File: config.mk
export PLATFORM = sky130hd
export DESIGN_NAME = serial_digit_adder
export DESIGN_NICKNAME = d
export VERILOG_FILES = /design/src/rtl/serial_digit_adder_pkg.sv /design/src/rtl/serial_digit_adder_rca_digit.sv /design/src/rtl/serial_digit_adder.sv
export SDC_FILE = /design/constraint.sdc
export NUM_CORES = 1
export LEC_CHECK = 0
export BUFFER_PORTS_ARGS = -buffer_cell sky130_fd_sc_hd__buf_4
export CAP_MARGIN = 20
export CORE_ASPECT_RATIO = 0.7
export CORE_MARGIN = 5
export CORE_UTILIZATION = 45
export CTS_CLUSTER_SIZE = 30
export DETAILED_ROUTE_END_ITERATION = 16
export PLACE_DENSITY = 0.7
export RECOVER_POWER = 100
export SETUP_SLACK_MARGIN = 0.02
export SYNTH_ARGS = -nofsm -noshare
export SYNTH_HDL_FRONTEND = slang
export SYNTH_HIERARCHICAL = 1
export SYNTH_SLANG_ARGS = --single-unit
File: constraint.sdc
create_clock -name clk -period 3.1 [get_ports clk]
set_clock_uncertainty 0.15 [all_clocks]
set_input_delay 0.155 -clock clk [delete_from_list [all_inputs] [get_ports clk]]
set_output_delay 0.155 -clock clk [all_outputs]
set_load 0.005 [all_outputs]
File: src/rtl/serial_digit_adder_pkg.sv
`default_nettype none
// ============================================================================
// Module   : serial_digit_adder_pkg
// Purpose  : State encoding and counter-width helper for the digit-serial adder
// Revision : 1.0
// ============================================================================
package serial_digit_adder_pkg;

    typedef enum logic [1:0] {
        ST_IDLE = 2'd0,
        ST_RUN  = 2'd1,
        ST_DONE = 2'd2
    } state_t;

    // A single-digit configuration still needs a 1-bit index register.
    function automatic int cnt_width(input int n);
        return (n > 1) ? $clog2(n) : 1;
    endfunction

endpackage
`default_nettype wire

File: src/rtl/serial_digit_adder_rca_digit.sv
`default_nettype none
// ============================================================================
// Module   : rca_digit
// Purpose  : Combinational DIGIT-bit ripple-carry adder; exposes carry into MSB
// Revision : 1.0
// ============================================================================
module rca_digit #(
    parameter int DIGIT = 4
) (
    input  logic [DIGIT-1:0] a,
    input  logic [DIGIT-1:0] b,
    input  logic             cin,
    output logic [DIGIT-1:0] sum,
    output logic             cout,
    output logic             c_msb_in
);

    logic [DIGIT:0] w_c;

    always_comb begin
        w_c    = '0;
        sum    = '0;
        w_c[0] = cin;
        for (int i = 0; i < DIGIT; i++) begin
            sum[i]   = a[i] ^ b[i] ^ w_c[i];
            w_c[i+1] = (a[i] & b[i]) | (w_c[i] & (a[i] ^ b[i]));
        end
        cout     = w_c[DIGIT];
        c_msb_in = w_c[DIGIT-1];
    end

endmodule
`default_nettype wire

File: src/rtl/serial_digit_adder.sv
`default_nettype none
// ============================================================================
// Module   : serial_digit_adder
// Purpose  : Adds/subtracts two WIDTH-bit operands DIGIT bits per clock
// Revision : 1.0
// ============================================================================
module serial_digit_adder
    import serial_digit_adder_pkg::*;
#(
    parameter int WIDTH = 16,
    parameter int DIGIT = 4
) (
    input  logic             clk,
    input  logic             rst,
    input  logic             start,
    input  logic             sub,
    input  logic [WIDTH-1:0] a,
    input  logic [WIDTH-1:0] b,
    input  logic             cin,
    output logic [WIDTH-1:0] sum,
    output logic             cout,
    output logic             ovf,
    output logic             busy,
    output logic             done
);

    localparam int               C_NDIG = WIDTH / DIGIT;
    localparam int               C_CW   = cnt_width(C_NDIG);
    localparam logic [C_CW-1:0]  C_LAST = C_CW'(C_NDIG - 1);

    generate
        if ((DIGIT < 1) || ((WIDTH % DIGIT) != 0)) begin : g_cfg_check
            $error("serial_digit_adder: WIDTH must be a positive multiple of DIGIT");
        end
    endgenerate

    state_t            state_q, state_d;
    logic [WIDTH-1:0]  a_q, a_d;
    logic [WIDTH-1:0]  b_q, b_d;
    logic              sub_q, sub_d;
    logic              carry_q, carry_d;
    logic [C_CW-1:0]   idx_q, idx_d;
    logic [WIDTH-1:0]  sum_q, sum_d;
    logic              cout_q, cout_d;
    logic              ovf_q, ovf_d;

    logic [DIGIT-1:0]  w_dig_a;
    logic [DIGIT-1:0]  w_dig_b;
    logic [DIGIT-1:0]  w_dig_sum;
    logic              w_dig_cout;
    logic              w_dig_cmsb;

    // Select the current digit; subtraction feeds the inverted B digit.
    always_comb begin
        w_dig_a = '0;
        w_dig_b = '0;
        for (int k = 0; k < C_NDIG; k++) begin
            if (idx_q == C_CW'(k)) begin
                w_dig_a = a_q[k*DIGIT +: DIGIT];
                w_dig_b = sub_q ? ~b_q[k*DIGIT +: DIGIT] : b_q[k*DIGIT +: DIGIT];
            end
        end
    end

    rca_digit #(
        .DIGIT (DIGIT)
    ) u_rca (
        .a        (w_dig_a),
        .b        (w_dig_b),
        .cin      (carry_q),
        .sum      (w_dig_sum),
        .cout     (w_dig_cout),
        .c_msb_in (w_dig_cmsb)
    );

    always_comb begin
        state_d = state_q;
        a_d     = a_q;
        b_d     = b_q;
        sub_d   = sub_q;
        carry_d = carry_q;
        idx_d   = idx_q;
        sum_d   = sum_q;
        cout_d  = cout_q;
        ovf_d   = ovf_q;
        case (state_q)
            ST_IDLE, ST_DONE: begin
                if (start) begin
                    a_d     = a;
                    b_d     = b;
                    sub_d   = sub;
                    carry_d = sub ? ~cin : cin;
                    sum_d   = '0;
                    idx_d   = '0;
                    state_d = ST_RUN;
                end else begin
                    state_d = ST_IDLE;
                end
            end
            ST_RUN: begin
                for (int k = 0; k < C_NDIG; k++) begin
                    if (idx_q == C_CW'(k)) begin
                        sum_d[k*DIGIT +: DIGIT] = w_dig_sum;
                    end
                end
                carry_d = w_dig_cout;
                if (idx_q == C_LAST) begin
                    cout_d  = w_dig_cout;
                    ovf_d   = w_dig_cout ^ w_dig_cmsb;
                    idx_d   = '0;
                    state_d = ST_DONE;
                end else begin
                    idx_d = idx_q + C_CW'(1);
                end
            end
            default: state_d = ST_IDLE;
        endcase
    end

    always_ff @(posedge clk) begin
        if (rst) begin
            state_q <= ST_IDLE;
            a_q     <= '0;
            b_q     <= '0;
            sub_q   <= 1'b0;
            carry_q <= 1'b0;
            idx_q   <= '0;
            sum_q   <= '0;
            cout_q  <= 1'b0;
            ovf_q   <= 1'b0;
        end else begin
            state_q <= state_d;
            a_q     <= a_d;
            b_q     <= b_d;
            sub_q   <= sub_d;
            carry_q <= carry_d;
            idx_q   <= idx_d;
            sum_q   <= sum_d;
            cout_q  <= cout_d;
            ovf_q   <= ovf_d;
        end
    end

    assign sum  = sum_q;
    assign cout = cout_q;
    assign ovf  = ovf_q;
    assign busy = (state_q == ST_RUN);
    assign done = (state_q == ST_DONE);

endmodule
`default_nettype wire

==> flow_summary.json <==
{
  "rows": 23,
  "dp_hpwl_mm": 4.616,
  "avgRoutedWirePerCell_um": 13.79,
  "yosysSeqAreaShare_pct": 41.21,
  "syn_to_final_growth_pct": 38.27,
  "start_util_pct": 47.03,
  "vdd_drop_max_mv": 0.2362,
  "setup_viol": 3,
  "synth_top_area_share_pct": 41.21,
  "status": "finished, violations left",
  "p_sw_w": 0.0004354,
  "hp-start": "cin",
  "cp-startpoint": "idx_q[0]",
  "ant_nets": 0,
  "clock_latency_ns": 0.30,
  "final_area_um2": 3761,
  "finalCriticalPeriod_ns": 3.124,
  "violations": "setup timing",
  "die_area_um2": 7725,
  "synth-seq-cells": 56,
  "layout_common_cells": "nand2_1 (77), a21oi_1 (65), buf_4 (63)",
  "met2_usage_pct": 29.64,
  "final_common_cell": "nand2_1",
  "clock_power_share_pct": 26.4,
  "drt_wl_total_mm": 7.020,
  "synth_area_leaders": "dfxtp_1 (41%), a21oi_1 (13%), nand2_1 (11%), nand3_1 (5.5%), fa_1 (2.9%)",
  "synth_ff_type": "dfxtp_1",
  "powerDensity_nw_per_um2": 410.3,
  "met3_usage_pct": 4.537,
  "synth_top_family_by_area": "simple AND/OR/NAND/NOR gates",
  "synthArstFlopShare_pct": 0,
  "swShare_pct": 28.22,
  "hp-class": "in -> reg",
  "post_synth_num_cell_types": 34,
  "place_area_um2": 3214,
  "cts_made_buffers": 5,
  "num_antenna_cells": 0,
  "top_usage_layer": "met2",
  "r2r-start": "idx_q[0]",
  "cp.required_ns": 3.19,
  "grt_use_total_pct": 18.83,
  "yosysTopAreaCell": "dfxtp_1",
  "met1_usage_pct": 26.56,
  "final_max_slew_viol_count": 0,
  "synthCells": 340,
  "hold_viol": 0,
  "path_clk_slew_ns": 0.10,
  "max-slew-margin-rel_pct": 61.07,
  "clock_path_buffers": 2,
  "grt_pass1_vias": 2489,
  "globalplace.congestion": 0.8573,
  "die_w_um": 102.9,
  "cts_tree": "done",
  "first_iter_violations": 148,
  "p_int_w": 0.001108,
  "grt_pass1_wl_mm": 11.59,
  "cp-end-kind": "flip-flop",
  "antenna_found_initial": 0,
  "layout-drive-gt1-share_pct": 26.27,
  "netlist_area_um2": 2720,
  "p_comb_share_pct": 22.6,
  "nets": 479,
  "drt-pass1-iter-count": 4,
  "via_per_inst": 5.244,
  "synth_edf_count": 0,
  "io_buffer_count": 56,
  "ys_warn_count": 6,
  "synthSimpleGateAreaFrac_pct": 22.72,
  "clock-root-buffer": "clkbuf_8",
  "core_um2": 5784,
  "synth_xor_area_share_pct": 0.6440,
  "p_total_w": 0.001543,
  "syn-num-nets": 386,
  "p_leak_nw": 1.457,
  "period_share_pct": 100.8,
  "max_freq_ghz": 0.3201,
  "worstSetupStartpointType": "flip-flop",
  "cp_max_fo": 4,
  "crit_type": "reg -> reg",
  "die_h_um": 75.05,
  "drc": 0,
  "cts_sinks": 56,
  "dr_total_vias": 2669,
  "worst_pin_slew_ns": 0.5839,
  "instances_no_fill": 509,
  "htree_levels": 2,
  "placedCellCount": 464,
  "worst_slack_ns": -0.02356,
  "overflow": 0,
  "arrival_ns": 3.21,
  "muxShareOfSynthArea_pct": 0,
  "drv_cap": 0,
  "synth_fa_ha_area_share_pct": 5.244,
  "seqPwrFrac_pct": 51.0,
  "num_io_pins": 57,
  "synth.avg_cell_area_um2": 8.000,
  "grt_start_max_net_pins": 57,
  "rsz0062_at_grt": "yes",
  "synth_compound_area_share_pct": 20.84
}
## cells by family after synthesis
| logic type | count (synthesis) |
|---|---|
| buf+inv | 45 |
| fa+ha+maj | 9 |
| xor+xnor | 2 |
| flops | 56 |
| compound gates | 96 |
| simple gates | 132 |
## synth_stat cells (3+ instances only)
library cell / number
a21oi_1: 69
a221o_1: 4
a22o_1: 8
buf_2: 11
buf_4: 3
buf_6: 5
clkbuf_1: 6
dfxtp_1: 56
fa_1: 4
ha_1: 5
inv_1: 16
nand2_1: 77
nand2b_1: 5
nand3_1: 30
nand3b_1: 8
nor2_1: 4
o21ai_0: 4
o221ai_1: 4
o311ai_0: 3
## per-stage QoR
stage / util [%] / worst slack, ns / TNS (ns) / hold WS (ns)
6_report: 65.02 / -0.02356 / -0.04888 / 0.1260
5_1_grt: 65.02 / -0.1383 / -0.5306 / 0.1348
4_1_cts: 64.07 / 0.006865 / 0 / 0.1306
3_5_place_dp: 55.57 / -0.1144 / -0.5050 / 0.2606
3_3_place_gp: 55.57 / -0.06323 / -0.2169 / 0.2532
2_1_floorplan: - / 0.02711 / 0 / 0.1410
## what timing repair did
action,CTS,global route
setup buffers,1,3
gates resized for setup,18,9
pin swaps,4,2
hold endpoints to repair,33,0
hold buffers,33,0
endpoints found under the setup margin,6,6
## worst paths after layout
check / end / slack [ns] / cells after the start
setup / recovery: sum[7] / -0.02 / 13
hold / removal: carry_q / 0.13 / 4
setup reg to reg: sum[7] / -0.02 / 13
hold reg to reg: a_q[9] / 0.31 / 2
## power groups by stage
| stage | combinational [W] | clock [W] | sequential [W] |
|---|---|---|---|
| global placement | 0.000289 | 0 | 0.000800 |
| finish | 0.000349 | 0.000408 | 0.000786 |
| detailed placement | 0.000293 | 0 | 0.000801 |
| CTS | 0.000337 | 0.000417 | 0.000785 |
| global route | 0.000387 | 0.000447 | 0.000791 |
| floorplan | 0.000206 | 0 | 0.000789 |
## layer usage
layer / up-vias / wire length (um)
met1: 1228 / 3361
met2: 92 / 3134
met5: - / 0
met4: 0 / 51
li1: 1343 / -
met3: 6 / 472
## state kept, by name, summed over array words and instances, names as in the netlist
register	count
ovf	1
carry_q	1
sub_q	1
b_q	16
cout	1
idx_q	2
state_q	2
a_q	16
sum	16
## critical path, stage by stage, from the launching register on
cell and delay, ns:
dfxtp_4 0.42, inv_4 0.06, ha_4 0.17, nor2b_4 0.12
a221o_1 0.29, a22o_1 0.23, fa_2 0.36, inv_2 0.06
fa_2 0.19, fa_2 0.19, inv_2 0.04, fa_2 0.57
nand3_1 0.10, a21oi_2 0.12
## final cells by class
type | instances | area, um2
fill | 493 | 2023
multi-input combinational | 239 | 1445
sequential | 56 | 1129
timing repair buffer | 114 | 930.9
tap | 75 | 93.84
clock buffer | 7 | 86.33
inverter | 17 | 68.82
clock inverter | 1 | 7.507
Note: power is estimated with default switching activity, not from simulation.
